<file path="src/rtl/jtag_shift_master.sv">
// Internal JTAG master: runs TAP-reset, IR/DR shift and run-idle sequences on a divided TCK.
// Optional JTAG_TRST_PULSE_EN: TAP_RESET also pulses TRSTB low for five TCK periods.
module jtag_shift_master #(
  parameter int unsigned CLK_DIV = 4,
  parameter int unsigned MAX_LEN = 32
) (
  input  logic               clk,
  input  logic               rst_n,
  input  logic               cmd_valid,
  output logic               cmd_ready,
  input  logic [1:0]         cmd_type,
  input  logic [5:0]         cmd_len,
  input  logic [MAX_LEN-1:0] cmd_data,
  output logic               rsp_valid,
  output logic [MAX_LEN-1:0] rsp_data,
  output logic               tck,
  output logic               tms,
  output logic               tdi,
  input  logic               tdo,
  output logic               trstb
);

  localparam int unsigned CW = $clog2(MAX_LEN + 7);
  localparam int unsigned LW = $clog2(MAX_LEN + 1);
  localparam int unsigned DW = $clog2(2 * CLK_DIV);

  typedef enum logic [2:0] {StIdle, StHdr, StShift, StTrl, StDone} state_e;
  typedef enum logic [1:0] {CmdTapReset, CmdShiftIr, CmdShiftDr, CmdRunIdle} cmd_e;

  state_e             state_q, nxt_seg;
  logic [1:0]         type_q;
  logic [CW-1:0]      bit_cnt_q, k_q, hdr_q, sh_end;
  logic [LW-1:0]      sh_q, len_c;
  logic [CW-1:0]      acc_k, acc_hdr;
  logic [LW-1:0]      acc_sh;
  logic [MAX_LEN-1:0] data_q, cap_q;
  logic [DW-1:0]      div_q;
  logic               tms_c, fall, rise;

  // Per-command segment lengths: header, shift bits, total TCK count.
  always_comb begin
    len_c   = (int'(cmd_len) > int'(MAX_LEN)) ? LW'(MAX_LEN) : LW'(cmd_len);
    acc_k   = '0;
    acc_hdr = '0;
    acc_sh  = '0;
    case (cmd_type)
      CmdTapReset: begin
        acc_k   = CW'(6);
        acc_hdr = CW'(6);
      end
      CmdShiftIr: if (len_c != '0) begin
        acc_hdr = CW'(4);
        acc_sh  = len_c;
        acc_k   = CW'(len_c) + CW'(6);
      end
      CmdShiftDr: if (len_c != '0) begin
        acc_hdr = CW'(3);
        acc_sh  = len_c;
        acc_k   = CW'(len_c) + CW'(5);
      end
      default: begin
        acc_hdr = CW'(len_c);
        acc_k   = CW'(len_c);
      end
    endcase
  end

  // Segment and TMS value of the bit about to start (index bit_cnt_q).
  always_comb begin
    sh_end = hdr_q + CW'(sh_q);
    if (bit_cnt_q < hdr_q)       nxt_seg = StHdr;
    else if (bit_cnt_q < sh_end) nxt_seg = StShift;
    else                         nxt_seg = StTrl;
    tms_c = 1'b0;
    case (nxt_seg)
      StHdr: begin
        case (type_q)
          CmdShiftIr:  tms_c = (bit_cnt_q < CW'(2));
          CmdShiftDr:  tms_c = (bit_cnt_q == '0);
          CmdTapReset: tms_c = (bit_cnt_q < CW'(5));
          default:     tms_c = 1'b0;
        endcase
      end
      StShift: tms_c = (bit_cnt_q == sh_end - CW'(1));
      default: tms_c = (bit_cnt_q == sh_end);
    endcase
    fall = (div_q == '0);
    rise = (div_q == DW'(CLK_DIV));
  end

  always_ff @(posedge clk or negedge rst_n) begin
    if (!rst_n) begin
      state_q   <= StIdle;
      cmd_ready <= 1'b1;
      rsp_valid <= 1'b0;
      rsp_data  <= '0;
      tck       <= 1'b0;
      tms       <= 1'b1;
      tdi       <= 1'b0;
      type_q    <= '0;
      bit_cnt_q <= '0;
      k_q       <= '0;
      hdr_q     <= '0;
      sh_q      <= '0;
      data_q    <= '0;
      cap_q     <= '0;
      div_q     <= '0;
    end else begin
      rsp_valid <= 1'b0;
      case (state_q)
        StIdle: begin
          if (cmd_valid && cmd_ready) begin
            cmd_ready <= 1'b0;
            type_q    <= cmd_type;
            k_q       <= acc_k;
            hdr_q     <= acc_hdr;
            sh_q      <= acc_sh;
            data_q    <= cmd_data;
            cap_q     <= '0;
            bit_cnt_q <= '0;
            div_q     <= '0;
            state_q   <= StHdr;
          end
        end
        StDone: begin
          state_q   <= StIdle;
          cmd_ready <= 1'b1;
        end
        default: begin
          div_q <= (div_q == DW'(2 * CLK_DIV - 1)) ? '0 : div_q + DW'(1);
          if (fall) begin
            tck <= 1'b0;
            if (bit_cnt_q == k_q) begin
              state_q   <= StDone;
              rsp_valid <= 1'b1;
              tdi       <= 1'b0;
              // Captured bits entered at the MSB end; right-align to bit 0.
              rsp_data  <= cap_q >> (MAX_LEN - int'(sh_q));
            end else begin
              state_q   <= nxt_seg;
              tms       <= tms_c;
              tdi       <= (nxt_seg == StShift) ? data_q[0] : 1'b0;
              bit_cnt_q <= bit_cnt_q + CW'(1);
              if (nxt_seg == StShift) data_q <= data_q >> 1;
            end
          end
          if (rise) begin
            tck <= 1'b1;
            if (state_q == StShift) cap_q <= {tdo, cap_q[MAX_LEN-1:1]};
          end
        end
      endcase
    end
  end

`ifdef JTAG_TRST_PULSE_EN
  logic trstb_q;

  // Low from the first TCK fall of TAP_RESET until the fall starting its sixth TCK.
  always_ff @(posedge clk or negedge rst_n) begin
    if (!rst_n) begin
      trstb_q <= 1'b1;
    end else if (state_q != StIdle && state_q != StDone && fall) begin
      if (bit_cnt_q == k_q) trstb_q <= 1'b1;
      else trstb_q <= (type_q != CmdTapReset) || (bit_cnt_q >= CW'(5));
    end
  end

  assign trstb = trstb_q;
`else
  assign trstb = 1'b1;
`endif

endmodule
</file>
<file path="config.mk">
export PLATFORM = sky130hd
export DESIGN_NAME = jtag_shift_master
export DESIGN_NICKNAME = d
export VERILOG_FILES = /design/src/rtl/jtag_shift_master.sv
export SDC_FILE = /design/constraint.sdc
export NUM_CORES = 1
export LEC_CHECK = 0
export BUFFER_PORTS_ARGS = -buffer_cell sky130_fd_sc_hd__buf_2
export CAP_MARGIN = 20
export CORE_MARGIN = 10
export CORE_UTILIZATION = 62
export CTS_BUF_LIST = sky130_fd_sc_hd__clkbuf_4 sky130_fd_sc_hd__clkbuf_8
export DETAILED_ROUTE_END_ITERATION = 7
export GPL_TIMING_DRIVEN = 0
export PLACE_DENSITY = 0.84
export SLEW_MARGIN = 20
export SYNTH_ARGS = -nofsm -noshare
export SYNTH_HDL_FRONTEND = slang
export SYNTH_SLANG_ARGS = --single-unit
</file>
<file path="constraint.sdc">
create_clock -name clk -period 4.3 [get_ports clk]
set_clock_uncertainty 0.2 [all_clocks]
set_input_delay 0.645 -clock clk [delete_from_list [all_inputs] [get_ports clk]]
set_output_delay 0.645 -clock clk [all_outputs]
set_load 0.05 [all_outputs]
</file>
==> reports/metrics.csv, run 1 <==
stage;metric;value;unit
clock_tree;Max Root-Sink Buffers;2;
power_and_ir_drop;Static Leakage;4.36;nW
power_and_ir_drop;Net Sw Frac;0.449;
synth;average size of a mapped cell;9.15;um2
power_and_ir_drop;sequential power share;0.292;
clock_tree;CTS tree;yes;
cells_and_area;Reg area;3330;um2
sta;Hold Slack;235;ps
grt;gr ovfl total;0;
power_and_ir_drop;Worst VDD drop;368;uV
synth;top cells by area, synth;dfrtp_1 (39%), nand2_1 (11%), mux4_2 (6.8%), ha_1 (4.8%), mux2_1 (3.9%);
hold_path;Hold Path Class;in2reg;
power_and_ir_drop;PD cells;658;nW/um2
floorplanning;Die X;136;um
cells_and_area;P&R area growth vs syn;13.2;%
detailed_routing;average via count per standard cell;6.00;
clock_tree;Post-CTS Setup Inserts;0;
sta;RSZ-0062 raised after global routing;false;
setup_path;FF-to-FF path depth;11;
synth;most numerous cell in the Yosys netlist;nand2_1;
cells_and_area;Antenna diodes;0;
power_and_ir_drop;Internal Pwr Total;3.42;mW
synth;EDFF count, synth;0;
detailed_routing;antenna-violating nets left;0;
sta;period utilization;0.895;
synth;post-synthesis net count;986;
setup_path;Crit path arrival time;3990;ps
synth;post-synth top area share;0.394;
clock_tree;clock sinks;133;
floorplanning;Site Rows;42;
detailed_routing;Pre-antenna DRT Iters;5;
synth;Synth Warn #;0;
setup_path;Critical Path Sink Type;flip-flop;
floorplanning;core area;13200;um2
cells_and_area;share of layout cells above drive strength 1;0.184;
synth;Netlist cell types;68;
place;Placed Instances;1165;
cells_and_area;Final Non-Filler Cells;1198;
grt;first-pass GRT wire length;34.8;mm
synth;largest area contributor in the netlist;dfrtp_1;
sta;Final Hold Viols;0;
grt;largest net degree at the start of global routing;75;
synth;Cell Area, Synth;8320;um2
synth;ys async rst share;1.00;
setup_path;CP endpoint;data_q[11]$_DFFE_PN0P_;
status;status;completed;
setup_path;Critical Path Source;sh_q[0]$_DFFE_PN0P_;
cells_and_area;Final nets;1086;
clock_tree;Clock Root Buffer;clkbuf_8;
floorplanning;Die ar.;18400;um2
grt;initial antenna violation count;0;
place;GPL Wtd Cong;0.989;
cells_and_area;Multi-input gate area;4630;um2
place;Port-buffer cells;79;
power_and_ir_drop;Switch Pwr;2.78;mW
detailed_routing;DRC viols;0;
detailed_routing;DRT iter0 DRCs;741;
setup_path;WP data required;4440;ps
sta;Max Clk Rate;260;MHz
place;detailed placer's ending HPWL;15.5;mm
synth;Synth top cells by count;nand2_1 (253), dfrtp_1 (131), o21ai_0 (65), clkbuf_1 (34), nor2_1 (33);
sta;fin crit period;3850;ps
flow_run;max_cap viols;0;
clock_tree;cts bufs inserted;17;
synth;Synth Flop Type;dfrtp_1;
setup_path;reg2reg setup slack;450;ps
grt;vias in the first global route;7011;
sta;Slew Viols, Final;0;
sta;Worst slew margin;0.391;
cells_and_area;Fill cells;1030;
hold_path;WHS Path Cells;3;
detailed_routing;Routed wire per std cell;17.2;um
detailed_routing;WL final;20.6;mm
detailed_routing;vias;7185;
cells_and_area;Core Util, Final;0.714;
sta;worst-margin pin slew;906;ps
synth;Mapped Cells;909;
grt;GR Util All Layers;0.232;
sta;setup TNS;0;ps
setup_path;Crit Path Max Fanout;10;
synth;FF+latch count, synth;133;
setup_path;R2R Path End;data_q[11]$_DFFE_PN0P_;
floorplanning;initial core utilization;0.631;
setup_path;critical path type;reg2reg;
clock_tree;worst-skew pair later-pin latency;460;ps
synth;Seq/Total Area, Yosys;0.400;
setup_path;CP Launch Type;flip-flop;
sta;Finish-stage setup viols;0;
floorplanning;chip height;136;um
clock_tree;# H-tree levels;4;
power_and_ir_drop;clock group share of total power;0.186;
clock_tree;CTS clk-pin slew, worst paths;80;ps
floorplanning;I/O Pins;82;
setup_path;reg2reg start;sh_q[0]$_DFFE_PN0P_;
power_and_ir_drop;Comb power frac;0.522;
==> cells by family after synthesis <==
| group | share of synthesized area |
|---|---|
| compound gates | 0.147 |
| simple gates | 0.186 |
| xor+xnor | 0.0319 |
| flops | 0.400 |
| buf+inv | 0.0432 |
| other cells | 0.000451 |
| fa+ha+maj | 0.0505 |
| mux | 0.141 |
==> worst min-delay path by stage <==
| stage | startpoint | slack (ps) | end |
|---|---|---|---|
| finish | cmd_data[31] | 240 | data_q[31]$_DFFE_PN0P_ |
| detailed placement | rsp_data[0]$_DFFE_PN0P_ | 260 | rsp_data[0]$_DFFE_PN0P_ |
| floorplan | rst_n | 150 | bit_cnt_q[0]$_DFFE_PN0P_ |
| CTS | cmd_data[31] | 220 | data_q[31]$_DFFE_PN0P_ |
| global placement | rsp_data[7]$_DFFE_PN0P_ | 250 | rsp_data[7]$_DFFE_PN0P_ |
| global route | cmd_data[31] | 260 | data_q[31]$_DFFE_PN0P_ |
==> worst max-delay path, stage by stage, from the launching register on <==
cell      delay (ps)
dfrtp_1          490
ha_1             260
fa_1             410
xnor2_1          360
ha_1             320
a21o_1           190
a21o_1           180
a21oi_1          180
o211ai_2         180
o21ai_2          360
buf_4            260
mux2_1           340
==> power by group through the flow <==
stage	Combinational (mW)	Clock [mW]	Sequential, mW
final	3.23	1.15	1.81
after global routing	3.59	1.21	1.85
after CTS	3.21	1.16	1.81
after detailed placement	3.20	0	1.83
after global placement	3.10	0	1.81
after floorplan	2.36	0	1.90
==> state kept, by name, indices dropped and copies added (netlist names) <==
register / cells
sh_q: 6
state_q: 3
tdi: 1
div_q: 3
cmd_ready: 1
hdr_q: 6
data_q: 32
tms: 1
k_q: 6
type_q: 2
rsp_valid: 1
cap_q: 32
tck: 1
rsp_data: 32
bit_cnt_q: 6
==> layout make-up <==
cell class                      count  area share
Tap cell                          176      0.0234
Clock buffer                       19      0.0271
Buffer                             56      0.0270
Inverter                           28      0.0112
Sequential cell                   133       0.354
Clock inverter                     13      0.0193
Timing Repair Buffer               81      0.0470
Multi-Input combinational cell    692       0.491
==> per-layer routing <==
layer	vias to the layer above	wire length, um	track usage
met5	-	0	0
met4	0	457	0.0819
met3	47	1680	0.0550
met2	300	9730	0.367
met1	3447	8720	0.304
li1	3391	-	-
==> per-stage QoR <==
step | setup slack, ps | total power [mW] | cell area (um2)
2_1_floorplan | 982 | 4.26 | 8320
3_3_place_gp | 543 | 4.91 | 8930
3_5_place_dp | 467 | 5.03 | 8970
4_1_cts | 437 | 6.18 | 9420
5_1_grt | 200 | 6.66 | 9420
6_report | 450 | 6.20 | 9420
==> placed cells by master, fill, tap and decap left out, drive strengths merged, types with 6 or more instances in the layout <==
cell type / Yosys / layout
mux2: 40 / 40
dfrtp: 131 / 131
buf: 22 / 102
xor2: 11 / 11
nand3: 21 / 21
o21ai: 77 / 77
clkinv: 0 / 6
o211ai: 7 / 7
a21o: 11 / 11
nor2: 33 / 33
nor3: 14 / 14
inv: 28 / 29
a21oi: 31 / 31
a22oi: 14 / 14
o31ai: 7 / 7
mux4: 26 / 26
a22o: 10 / 10
xnor2: 15 / 15
clkbuf: 34 / 53
nand2: 253 / 253
mux2i: 13 / 13
ha: 32 / 32
==> what timing repair did <==
action | 4_1_cts | 5_1_grt
endpoints found under the hold margin | 59 | 0
gates resized for setup | 0 | 0
hold buffers | 1 | 0
Note: power is estimated with default switching activity, not from simulation.
==> inputs of run 2 (changes only) <==
Settings changed: REMOVE_ABC_BUFFERS from default to 1.
==> run 2 against run 1 <==
Wire length down 7.2%. Non-clock buffer count down 41. Highest routed layer unchanged. Maximum frequency down 3.8%. Flip-flop and latch count unchanged. Clock-buffer cell count up 2.
==> reports/metrics.csv, run 2 (synthesis gave the netlist of run 1 again) <==
stage;metric;value;unit
cells_and_area;biggest regs;cap_q (32), data_q (32), rsp_data (32);
sta;slack of the critical path;299;ps
cells_and_area;Final Non-Filler Cells;1156;
sta;Final Hold Viols;0;
cells_and_area;most frequent cells in the layout;nand2_1 (253), dfrtp_1 (130), buf_2 (79), o21ai_0 (65), nor2_1 (32);
flow_run;max_cap viols;0;
sta;setup TNS;0;ps
grt;GR Util All Layers;0.212;
status;status;completed;
clock_tree;Max Root-Sink Buffers;2;
grt;first-pass GRT wire length;32.0;mm
sta;period utilization;0.930;
setup_path;reg2reg setup slack;300;ps
clock_tree;CTS clk-pin slew, worst paths;70;ps
place;detailed placer's ending HPWL;13.7;mm
setup_path;Bufs and invs on worst path;1;
place;GPL Wtd Cong;0.908;
setup_path;delay-heaviest family, CP;simple AND/OR/NAND/NOR gates;
cells_and_area;most common cell after layout, fill and taps aside;nand2_1;
place;Port-buffer cells;80;
sta;Max Clk Rate;250;MHz
place;Placed Instances;1120;
clock_tree;Clock Root Buffer;clkbuf_8;
setup_path;CP Launch Type;flip-flop;
cells_and_area;Antenna diodes;0;
clock_tree;CTS tree;yes;
floorplanning;chip height;136;um
clock_tree;# H-tree levels;4;
setup_path;CP Cell Sequence;ha_1, a21oi_1, a21oi_1, or4_1, nand3_1, ha_1, nand2_1, nor3_1, nor2_1, o211ai_2, o21ai_4, buf_4, mux2_1;
grt;gr ovfl total;0;
grt;largest net degree at the start of global routing;76;
detailed_routing;average via count per standard cell;5.93;
floorplanning;Die ar.;18400;um2
sta;Slew Viols, Final;0;
hold_path;Hold Path Class;in2reg;
grt;initial antenna violation count;0;
grt;vias in the first global route;6560;
sta;fin crit period;4000;ps
floorplanning;Site Rows;42;
sta;RSZ-0062 raised after global routing;false;
detailed_routing;Routed wire per std cell;16.5;um
floorplanning;initial core utilization;0.631;
cells_and_area;P&R area growth vs syn;12.8;%
power_and_ir_drop;Final Total Pwr;6.12;mW
power_and_ir_drop;Worst VDD drop;442;uV
setup_path;WP data required;4440;ps
place;DP Worst Slack;203;ps
setup_path;Critical Path Sink Type;flip-flop;
detailed_routing;DRT iter0 DRCs;783;
setup_path;Crit path arrival time;4140;ps
sta;worst-margin pin slew;900;ps
power_and_ir_drop;PD cells;652;nW/um2
setup_path;critical path's largest stage delay;620;ps
cells_and_area;Fill cells;960;
detailed_routing;Pre-antenna DRT Iters;5;
power_and_ir_drop;Static Leakage;4.34;nW
detailed_routing;DRC viols;0;
floorplanning;core area;13200;um2
setup_path;Crit Path Max Fanout;7;
clock_tree;cts bufs inserted;17;
floorplanning;Die X;136;um
clock_tree;clock sinks;133;
cells_and_area;Multi-input gate area;4680;um2
cells_and_area;share of layout cells above drive strength 1;0.196;
detailed_routing;WL final;19.1;mm
floorplanning;I/O Pins;82;
sta;Worst slew margin;0.398;
cells_and_area;Reg area;3330;um2
sta;Hold Slack;226;ps
cells_and_area;Final nets;1045;
detailed_routing;antenna-violating nets left;0;
setup_path;Worst path slowest cell;dfrtp_1;
clock_tree;worst-skew pair later-pin latency;460;ps
setup_path;critical path type;reg2reg;
sta;Finish-stage setup viols;0;
detailed_routing;vias;6852;
## run 2: worst paths after layout
check | endpoint | start | depth (start not counted)
max in group asynchronous | cmd_ready$_DFFE_PN1P_ | rst_n | 3
min | data_q[31]$_DFFE_PN0P_ | cmd_data[31] | 3
min in group asynchronous | data_q[8]$_DFFE_PN0P_ | rst_n | 2
max reg2reg | data_q[2]$_DFFE_PN0P_ | sh_q[2]$_DFFE_PN0P_ | 13
min reg2reg | rsp_data[2]$_DFFE_PN0P_ | rsp_data[2]$_DFFE_PN0P_ | 1
max | data_q[2]$_DFFE_PN0P_ | sh_q[2]$_DFFE_PN0P_ | 13
## run 2: repair_timing
action,CTS,global route
resized for setup,0,0
setup buffers,0,4
hold endpoints to repair,58,0
setup endpoints to repair,0,19
hold buffers,1,0
## run 2: layout make-up
cell class / instances / share of cell area
Sequential cell: 133 / 0.355
Tap cell: 176 / 0.0235
Inverter: 28 / 0.0112
Clock inverter: 10 / 0.0140
Clock buffer: 21 / 0.0288
Multi-Input combinational cell: 692 / 0.499
Timing Repair Buffer: 96 / 0.0679
## run 2: tightest hold or removal path, stage by stage
cell and delay (ps):
buf_2 90, nand2_1 40, mux2i_1 60
## run 2: metal layers
metal	wire, um	GRT usage	up-vias
li1	-	-	3305
met4	396	0.0819	0
met2	8730	0.323	268
met1	8490	0.291	3233
met3	1480	0.0461	46
met5	0	0	-
## run 2: per-stage QoR
| step | utilization | instance area (um2) |
|---|---|---|
| CTS | 0.709 | 9350 |
| finish | 0.711 | 9380 |
| detailed placement | 0.677 | 8940 |
| global placement | 0.658 | 8680 |
| global route | 0.711 | 9380 |
| floorplan | - | 8060 |
## run 2: power breakdown
group,total (mW),leakage (nW),internal [mW],switching [mW]
Sequential,1.85,1.71,1.56,0.286
Combinational,3.19,2.41,1.26,1.93
Clock,1.08,0.209,0.600,0.481
Total,6.12,4.34,3.42,2.70
